`config.mk`:
```
export PLATFORM = sky130hd
export DESIGN_NAME = count_seq_monitor_flat
export DESIGN_NICKNAME = d
export VERILOG_FILES = /design/src/rtl/count_seq_monitor_if.sv /design/src/rtl/count_seq_monitor.sv /design/src/flat_wrapper.sv
export SDC_FILE = /design/constraint.sdc
export NUM_CORES = 1
export LEC_CHECK = 0
export ABC_CLOCK_PERIOD_IN_PS = 2410
export BUFFER_PORTS_ARGS = -buffer_cell sky130_fd_sc_hd__buf_2
export CORE_ASPECT_RATIO = 0.9
export CORE_MARGIN = 2
export CORE_UTILIZATION = 45
export CTS_CLUSTER_SIZE = 30
export DETAILED_ROUTE_END_ITERATION = 10
export GPL_ROUTABILITY_DRIVEN = 1
export PLACE_DENSITY = 0.78
export SETUP_SLACK_MARGIN = 0.2
export SYNTH_ARGS = -nofsm -noshare
export SYNTH_HDL_FRONTEND = slang
export SYNTH_SLANG_ARGS = --single-unit
```
`constraint.sdc`:
```
create_clock -name CLK -period 2.41 [get_ports CLK]
set_input_delay 0.1205 -clock CLK [delete_from_list [all_inputs] [get_ports CLK]]
set_output_delay 0.1205 -clock CLK [all_outputs]
set_load 0.02 [all_outputs]
```
`src/rtl/count_seq_monitor_if.sv`:
```
// Bundle between an up-counter source and count_seq_monitor.
// The source drives the count and clear; the monitor drives back lock, wrap and fault status.
`timescale 1ns/1ps
interface count_seq_monitor_if #(
  parameter int WIDTH  = 4,
  parameter int WRAP_W = 8
);
  logic [WIDTH-1:0]  Q_IN;
  logic              CLR;
  logic              LOCKED;
  logic              WRAP;
  logic [WRAP_W-1:0] WRAP_CNT;
  logic              ERR;
  logic [WIDTH-1:0]  ERR_EXP;
  logic [WIDTH-1:0]  ERR_GOT;

  modport master (
    output Q_IN, CLR,
    input  LOCKED, WRAP, WRAP_CNT, ERR, ERR_EXP, ERR_GOT
  );

  modport slave (
    input  Q_IN, CLR,
    output LOCKED, WRAP, WRAP_CNT, ERR, ERR_EXP, ERR_GOT
  );
endinterface

```
`src/rtl/count_seq_monitor.sv`:
```
// Checks that an upstream free-running counter advances by exactly +1 per clock,
// locks after LOCK_CNT good steps, counts wraps while locked and latches the first fault.
//
// state     | meaning
// ----------+----------------------------------------------------------
// ST_IDLE   | just out of reset; next edge only captures the count
// ST_SYNC   | counting consecutive good steps toward lock
// ST_LOCKED | sequence trusted; wraps pulsed and counted
// ST_FAULT  | first mismatch latched; holds until CLR or reset
`timescale 1ns/1ps
module count_seq_monitor #(
  parameter int WIDTH    = 4,
  parameter int LOCK_CNT = 4,
  parameter int WRAP_W   = 8
) (
  input  logic              CLK,
  input  logic              RST,
  count_seq_monitor_if.slave mon
);

  typedef enum logic [1:0] {
    ST_IDLE   = 2'd0,
    ST_SYNC   = 2'd1,
    ST_LOCKED = 2'd2,
    ST_FAULT  = 2'd3
  } state_t;

  localparam logic [4:0] LOCK_TGT = 5'(LOCK_CNT);

  state_t            state, state_nxt;
  logic [WIDTH-1:0]  prev, prev_nxt;
  logic [3:0]        good_cnt, good_nxt;
  logic              locked_r, locked_nxt;
  logic              wrap_r, wrap_nxt;
  logic [WRAP_W-1:0] wrap_cnt, wrap_cnt_nxt;
  logic              err, err_nxt;
  logic [WIDTH-1:0]  err_exp, exp_nxt;
  logic [WIDTH-1:0]  err_got, got_nxt;

  logic [WIDTH-1:0]  expected;
  logic              match;
  logic              is_wrap;
  logic [4:0]        good_inc;

  assign expected = prev + WIDTH'(1);
  assign match    = (mon.Q_IN == expected);
  assign is_wrap  = (&prev) && (mon.Q_IN == '0);
  assign good_inc = {1'b0, good_cnt} + 5'd1;

  always_ff @(posedge CLK or posedge RST) begin
    if (RST) begin
      state    <= ST_IDLE;
      prev     <= '0;
      good_cnt <= '0;
      locked_r <= 1'b0;
      wrap_r   <= 1'b0;
      wrap_cnt <= '0;
      err      <= 1'b0;
      err_exp  <= '0;
      err_got  <= '0;
    end else begin
      state    <= state_nxt;
      prev     <= prev_nxt;
      good_cnt <= good_nxt;
      locked_r <= locked_nxt;
      wrap_r   <= wrap_nxt;
      wrap_cnt <= wrap_cnt_nxt;
      err      <= err_nxt;
      err_exp  <= exp_nxt;
      err_got  <= got_nxt;
    end
  end

  always_comb begin
    state_nxt    = state;
    prev_nxt     = mon.Q_IN;
    good_nxt     = good_cnt;
    wrap_nxt     = 1'b0;
    wrap_cnt_nxt = wrap_cnt;
    err_nxt      = err;
    exp_nxt      = err_exp;
    got_nxt      = err_got;

    // CLR is deliberately ignored in IDLE so the first capture always happens
    if (state == ST_IDLE) begin
      state_nxt = ST_SYNC;
      good_nxt  = '0;
    end else if (mon.CLR) begin
      state_nxt    = ST_SYNC;
      good_nxt     = '0;
      wrap_cnt_nxt = '0;
      err_nxt      = 1'b0;
      exp_nxt      = '0;
      got_nxt      = '0;
    end else begin
      case (state)
        ST_SYNC: begin
          if (!match) begin
            good_nxt = '0;
          end else if (good_inc == LOCK_TGT) begin
            state_nxt = ST_LOCKED;
            good_nxt  = '0;
          end else begin
            good_nxt = good_inc[3:0];
          end
        end
        ST_LOCKED: begin
          if (!match) begin
            state_nxt = ST_FAULT;
            err_nxt   = 1'b1;
            exp_nxt   = expected;
            got_nxt   = mon.Q_IN;
          end else if (is_wrap) begin
            wrap_nxt = 1'b1;
            if (!(&wrap_cnt)) wrap_cnt_nxt = wrap_cnt + WRAP_W'(1);
          end
        end
        default: ;
      endcase
    end

    locked_nxt = (state_nxt == ST_LOCKED);
  end

  assign mon.LOCKED   = locked_r;
  assign mon.WRAP     = wrap_r;
  assign mon.WRAP_CNT = wrap_cnt;
  assign mon.ERR      = err;
  assign mon.ERR_EXP  = err_exp;
  assign mon.ERR_GOT  = err_got;

endmodule

```
`src/flat_wrapper.sv`:
```
// flat-port wrapper written by rule: the top's interface ports become plain ports
module count_seq_monitor_flat 
#(
  parameter int WIDTH    = 4,
  parameter int LOCK_CNT = 4,
  parameter int WRAP_W   = 8
)
  (CLK, RST, mon_Q_IN, mon_CLR, mon_LOCKED, mon_WRAP, mon_WRAP_CNT, mon_ERR, mon_ERR_EXP, mon_ERR_GOT);
  count_seq_monitor_if #(.WIDTH(WIDTH), .WRAP_W(WRAP_W)) mon_i ();
  input  logic CLK;
  input  logic RST;
  input wire logic [$bits(mon_i.Q_IN)-1:0] mon_Q_IN;
  input wire logic [$bits(mon_i.CLR)-1:0] mon_CLR;
  output wire logic [$bits(mon_i.LOCKED)-1:0] mon_LOCKED;
  output wire logic [$bits(mon_i.WRAP)-1:0] mon_WRAP;
  output wire logic [$bits(mon_i.WRAP_CNT)-1:0] mon_WRAP_CNT;
  output wire logic [$bits(mon_i.ERR)-1:0] mon_ERR;
  output wire logic [$bits(mon_i.ERR_EXP)-1:0] mon_ERR_EXP;
  output wire logic [$bits(mon_i.ERR_GOT)-1:0] mon_ERR_GOT;
  assign mon_i.Q_IN = mon_Q_IN;
  assign mon_i.CLR = mon_CLR;
  assign mon_LOCKED = mon_i.LOCKED;
  assign mon_WRAP = mon_i.WRAP;
  assign mon_WRAP_CNT = mon_i.WRAP_CNT;
  assign mon_ERR = mon_i.ERR;
  assign mon_ERR_EXP = mon_i.ERR_EXP;
  assign mon_ERR_GOT = mon_i.ERR_GOT;
  count_seq_monitor #(.WIDTH(WIDTH), .LOCK_CNT(LOCK_CNT), .WRAP_W(WRAP_W)) u_core (.CLK(CLK), .RST(RST), .mon(mon_i));
endmodule
```
# Word-level counts from Yosys, hierarchy flattened
# Cells that the tools add are included.
# word_totals
reg_bits,29
latchBits,0
mem_bits_rw,0
romBits,0
input_bits,7
out_inout_bits,19
wordCells,61
n_memories,0
# classes
add_sub_neg,3
mul,0
div,0
magnitude_cmp,0
n_eq_ne,7
shifts,0
muxes,30
bitwise,1
n_reduce_logical,11
# op_table
cell,count
2-to-1 mux 4 bit,11
2-to-1 mux 8 bit,5
2-to-1 mux 2 bit,5
"adder 8 x 1 -> 8 bit, second input constant",1
2-to-1 mux 1 bit,8
AND reduction 8 bit,1
nonzero test 2 bit,3
"adder 4 x 1 -> 5 bit, second input constant",1
"equality test 5 x 3 -> 1 bit, second input constant",1
AND reduction 5 bit,1
"adder 4 x 1 -> 4 bit, second input constant",1
"equality test 2 bit, second input constant",2
equality test 4 bit,1
logical NOT 4 bit,1
"!= test 2 bit, second input constant",2
one-hot mux 2 bit (2 select lines),1
AND reduction 4 bit,1
AND reduction 3 bit,1
nonzero test 3 bit,1
"equality test 2 x 1 -> 1 bit, second input constant",1
logical NOT 2 bit,1
logical AND 1 bit,1
inverter 1 bit,1

# Logic depth before layout (Yosys ltp)
# depth
depth_word,8
mapped_depth,8

# Worst setup path before layout
# No wires, ideal clock.
# synth_path
path_kind,register -> register
start,register u_core.prev[0]
end,register u_core.state[0]
arrival_ns,1.901
required_ns,2.271
slack_ns,0.370
path_stages_with_launch,7
path_buffers,0
period_less_slack_ns,2.040
cell_sequence,dfrtp_1 ha_1 xnor3_1 nand3_2 o21ai_2 nor2_2 or4_1
# synth_via
elab_chain_cells,6
# synth_lines
element,line_no,text
from (decl),count_seq_monitor.sv:31,"logic [WIDTH-1:0] prev, prev_nxt;"
from (signal assigned),count_seq_monitor.sv:63,prev <= prev_nxt;
adder 4 x 1 -> 4 bit (*),count_seq_monitor.sv:45,assign expected = prev + WIDTH'(1);
equality test 4 bit (*),count_seq_monitor.sv:46,assign match = (mon.Q_IN == expected);
"2-to-1 mux 2 bit, on equally long branches","count_seq_monitor.sv:108, count_seq_monitor.sv:98",
one-hot mux 2 bit (2 select lines) (*),count_seq_monitor.sv:96,case (state)
2-to-1 mux 2 bit (*),count_seq_monitor.sv:88,end else if (mon.CLR) begin
2-to-1 mux 2 bit (*),count_seq_monitor.sv:85,if (state == ST_IDLE) begin
via u_core.state_nxt[0],count_seq_monitor.sv:30,"state_t state, state_nxt;"
to (signal assigned),count_seq_monitor.sv:62,state <= state_nxt;
to (decl),count_seq_monitor.sv:30,
# Mark *: on every way through the listed nets, which the timed path passes. The rest lies on a longest branch.
# A chain may end at the register's enable or synchronous reset.

# Worst setup path in the final report
# layout_path
start,register u_core.prev[0]
end,"register u_core.wrap_cnt[5], in the netlist u_core.mon.WRAP_CNT[5]"
# layout_via
elab_chain_cells,4
# layout_lines
element,line_no,text
adder 4 x 1 -> 4 bit / AND reduction 4 bit (equally long branches),"count_seq_monitor.sv:45, count_seq_monitor.sv:47",
equality test 4 bit / logical AND 1 bit (equally long branches),"count_seq_monitor.sv:46, count_seq_monitor.sv:47",
nonzero test 2 bit (no line),--,
AND reduction 5 bit (no line) (*),--,
to (signal assigned),count_seq_monitor.sv:67,wrap_cnt <= wrap_cnt_nxt;
to (decl),count_seq_monitor.sv:35,"logic [WRAP_W-1:0] wrap_cnt, wrap_cnt_nxt;"
# Every way passes the cells marked *; elsewhere a longest branch is shown, timed or not.

==> flow_metrics.env <==
export IMPL_finalInstanceArea_um2=1950
export IMPL_finalSetupTns_ps=0
export IMPL_worstMarginPinSlew_ps=532
export IMPL_irDropWorstVdd_v=0.000292
export IMPL_drt_iter0_markers=108
export IMPL_core_um2=3350
export IMPL_die_area_um2=3990
export IMPL_max_cap_violations=0
export IMPL_wl_met1_mm=1.67
export IMPL_reg2reg_depth=6
export IMPL_dpl_cell_area_um2=1750
export IMPL_syn_area_per_cell_um2=9.90
export IMPL_clock_latency_ps=290
export IMPL_grt_ovfl_total=0
export IMPL_synth_ff_type="dfrtp_1"
export IMPL_die_y_um=60.1
export IMPL_fmax_ghz=0.465
export IMPL_synthTopCellsByCount="dfrtp_1 (29), nor2_1 (13), nand2_1 (10)"
export IMPL_pin_count=26
export IMPL_yosysMostFrequentCell="dfrtp_1"
export IMPL_route_detailed_vias_per_inst=5.67
export IMPL_hold_viol=0
export IMPL_root_buffer="clkbuf_8"
export IMPL_setup_viol_count_final=0
export IMPL_syn_inst=159
export IMPL_die_w_um=66.3
export IMPL_min_path_type="primary input to flip-flop"
export IMPL_path_clk_slew_ps=60
export IMPL_synth_top_cell_area_share_pct=46.1
export IMPL_met3_length_um=222
export IMPL_dr_max_layer_used="met4"
export IMPL_drc=0
export IMPL_min_path_cells=1
export IMPL_grt_max_degree=30
export IMPL_ant_nets=0
export IMPL_avgRoutedWirePerCell_um=15.0
export IMPL_seq_area_um2=726
export IMPL_insertedDiodeCount=0
export IMPL_cts_tree="built"
export IMPL_synth_edf_count=0
export IMPL_start_util_pct=46.9
export IMPL_fin_skew_ps=8.41
export IMPL_cp_end_kind="flip-flop"
export IMPL_worst_path_max_fanout=5
export IMPL_cts_sinks=29
export IMPL_h_tree_depth=2
export IMPL_synth_top_area_cell="dfrtp_1"
export IMPL_critPathKind="flip-flop to flip-flop"
export IMPL_fillerInstances=303
export IMPL_yosys_top_cells_area="dfrtp_1 (46%), ha_1 (5.6%), a32o_1 (3.2%), nor2_1 (3.1%), nand3_1 (2.9%)"
export IMPL_dp_hpwl_mm=2.60
export IMPL_syn_area_um2=1570
export IMPL_num_vias=1361
export IMPL_area_growth_pct=23.8
export IMPL_port_buffers=25
export IMPL_synthArstFlopShare_pct=100
export IMPL_critical_path_required_ps=2620
export IMPL_firstDrtPassIters=6
export IMPL_ys_ff_latch=29
export IMPL_clk_path_buf_depth=2
export IMPL_synth_seq_area_share_pct=46.1
export IMPL_fin_crit_ps=2150
export IMPL_drive_gt1_share_pct=25.0
export IMPL_grt_use_total_pct=20.4
export IMPL_final_nets=209
export IMPL_multi_input_area_um2=831
export IMPL_crit_arrival_ps=2360
export IMPL_worstSetupStartpointType="flip-flop"
export IMPL_antenna_found_initial=0
export IMPL_powerDensity_nw_per_um2=524
export IMPL_status="complete, no violations"
export IMPL_yosys_cell_types_count=45
export IMPL_fin_crit_sh_pct=89.3
export IMPL_grt_setup_unrepaired="yes"
export IMPL_rows=20
export IMPL_synth_nets=173
export IMPL_ys_warn_count=0
export IMPL_grt_pass1_vias=1350
export IMPL_slew_headroom_pct=64.3
export IMPL_p_leak_nw=1.01
export IMPL_dr_wl_met2_mm=1.68
export IMPL_slew_violations=0
export IMPL_wl_mm=3.60
export IMPL_numCtsBuffers=5
export IMPL_grt_pass1_wl_mm=6.00
export IMPL_gp_congestion=0.848
per-stage QoR:
| stage | worst slack, ps | total power [W] | std cells | util (%) | hold WS, ps |
|---|---|---|---|---|---|
| 2_1_floorplan | 370 | 0.000557 | 159 | - | 152 |
| 3_5_place_dp | 192 | 0.000581 | 225 | 52.2 | 207 |
| 3_3_place_gp | 255 | 0.000580 | 225 | 52.2 | 208 |
| 5_1_grt | 118 | 0.00106 | 240 | 58.1 | 11.3 |
| 4_1_cts | 189 | 0.00104 | 237 | 56.8 | 4.32 |
| 6_report | 258 | 0.00102 | 240 | 58.1 | 19.8 |
report_power, final:
group / internal [W] / switching, W / total (W)
logic: 0.0000324 / 0.0000555 / 0.0000880
clock network: 0.000257 / 0.000180 / 0.000437
registers: 0.000491 / 0.00000505 / 0.000496
total: 0.000781 / 0.000240 / 0.00102
timing repair:
action | CTS | global route
pin swaps | 0 | 2
endpoints found under the setup margin | 1 | 9
hold buffers | 4 | 0
setup buffers | 0 | 3
cloned | 0 | 0
resized for setup | 2 | 4
endpoints found under the hold margin | 32 | 0
critical path, cell delays in order (launching register included):
cell and delay, ps:
dfrtp_1 430, ha_1 260, xnor3_1 410, and3_1 220, nand3_1 170, or4_1 500
o21ai_1 90
metal layers:
metal,vias to the layer above,global-route usage [%]
met5,-,0
met4,0,11.1
met3,5,5.27
met2,43,33.4
met1,654,24.6
li1,659,-
final timing paths:
path	slack, ps	startpoint	end
min in group asynchronous	440	RST	u_core.mon.WRAP_CNT[4]
max in group asynchronous	1700	RST	u_core.good_cnt[3]
min	20	mon_Q_IN[3]	u_core.prev[3]
max	260	u_core.prev[0]	u_core.mon.WRAP_CNT[5]
max reg2reg	260	u_core.prev[0]	u_core.mon.WRAP_CNT[5]
min reg2reg	490	u_core.mon.ERR_EXP[0]	u_core.mon.ERR_EXP[0]
flip-flops by register name, indices dropped and copies added, names as in the netlist:
name / flops
u_core.prev: 4
u_core.mon.ERR_GOT: 4
u_core.mon.WRAP: 1
u_core.mon.ERR: 1
u_core.mon.LOCKED: 1
u_core.state: 2
u_core.mon.WRAP_CNT: 8
u_core.mon.ERR_EXP: 4
u_core.good_cnt: 4
cell usage in the layout (no fill, tap or decap), types with 3 or more instances in the layout:
| cell type | synthesis | routed |
|---|---|---|
| dfrtp_1 | 29 | 29 |
| buf_2 | 1 | 25 |
| nor2_1 | 13 | 13 |
| nand2_1 | 10 | 10 |
| inv_1 | 9 | 9 |
| nand3_1 | 9 | 9 |
| a21oi_1 | 8 | 8 |
| ha_1 | 7 | 7 |
| clkbuf_8 | 0 | 7 |
| and3_1 | 7 | 6 |
| a31oi_1 | 6 | 6 |
| a32o_1 | 5 | 5 |
| o21ai_0 | 5 | 5 |
| buf_4 | 0 | 5 |
| dlygate4sd3_1 | 0 | 4 |
| xnor2_1 | 3 | 3 |
| xor2_1 | 3 | 3 |
| nand2b_1 | 3 | 3 |
| a41o_1 | 3 | 3 |
final cells by class:
| type | instances | area share [%] |
|---|---|---|
| tap | 44 | 2.82 |
| inverter | 9 | 1.73 |
| multi-input combinational | 116 | 42.6 |
| clock buffer | 7 | 4.94 |
| clock inverter | 1 | 0.257 |
| timing repair buffer | 34 | 10.4 |
| sequential | 29 | 37.2 |
cell families after synthesis:
| kind of cell | synth area share (%) |
|---|---|
| AOI/OAI and AO/OA | 17.7 |
| adders and majority gates | 5.56 |
| buffers and inverters | 3.42 |
| DFF | 46.1 |
| xor gates and xnor gates | 5.80 |
| and+or+nand+nor | 21.4 |
Power figures use the tool's default switching activity.
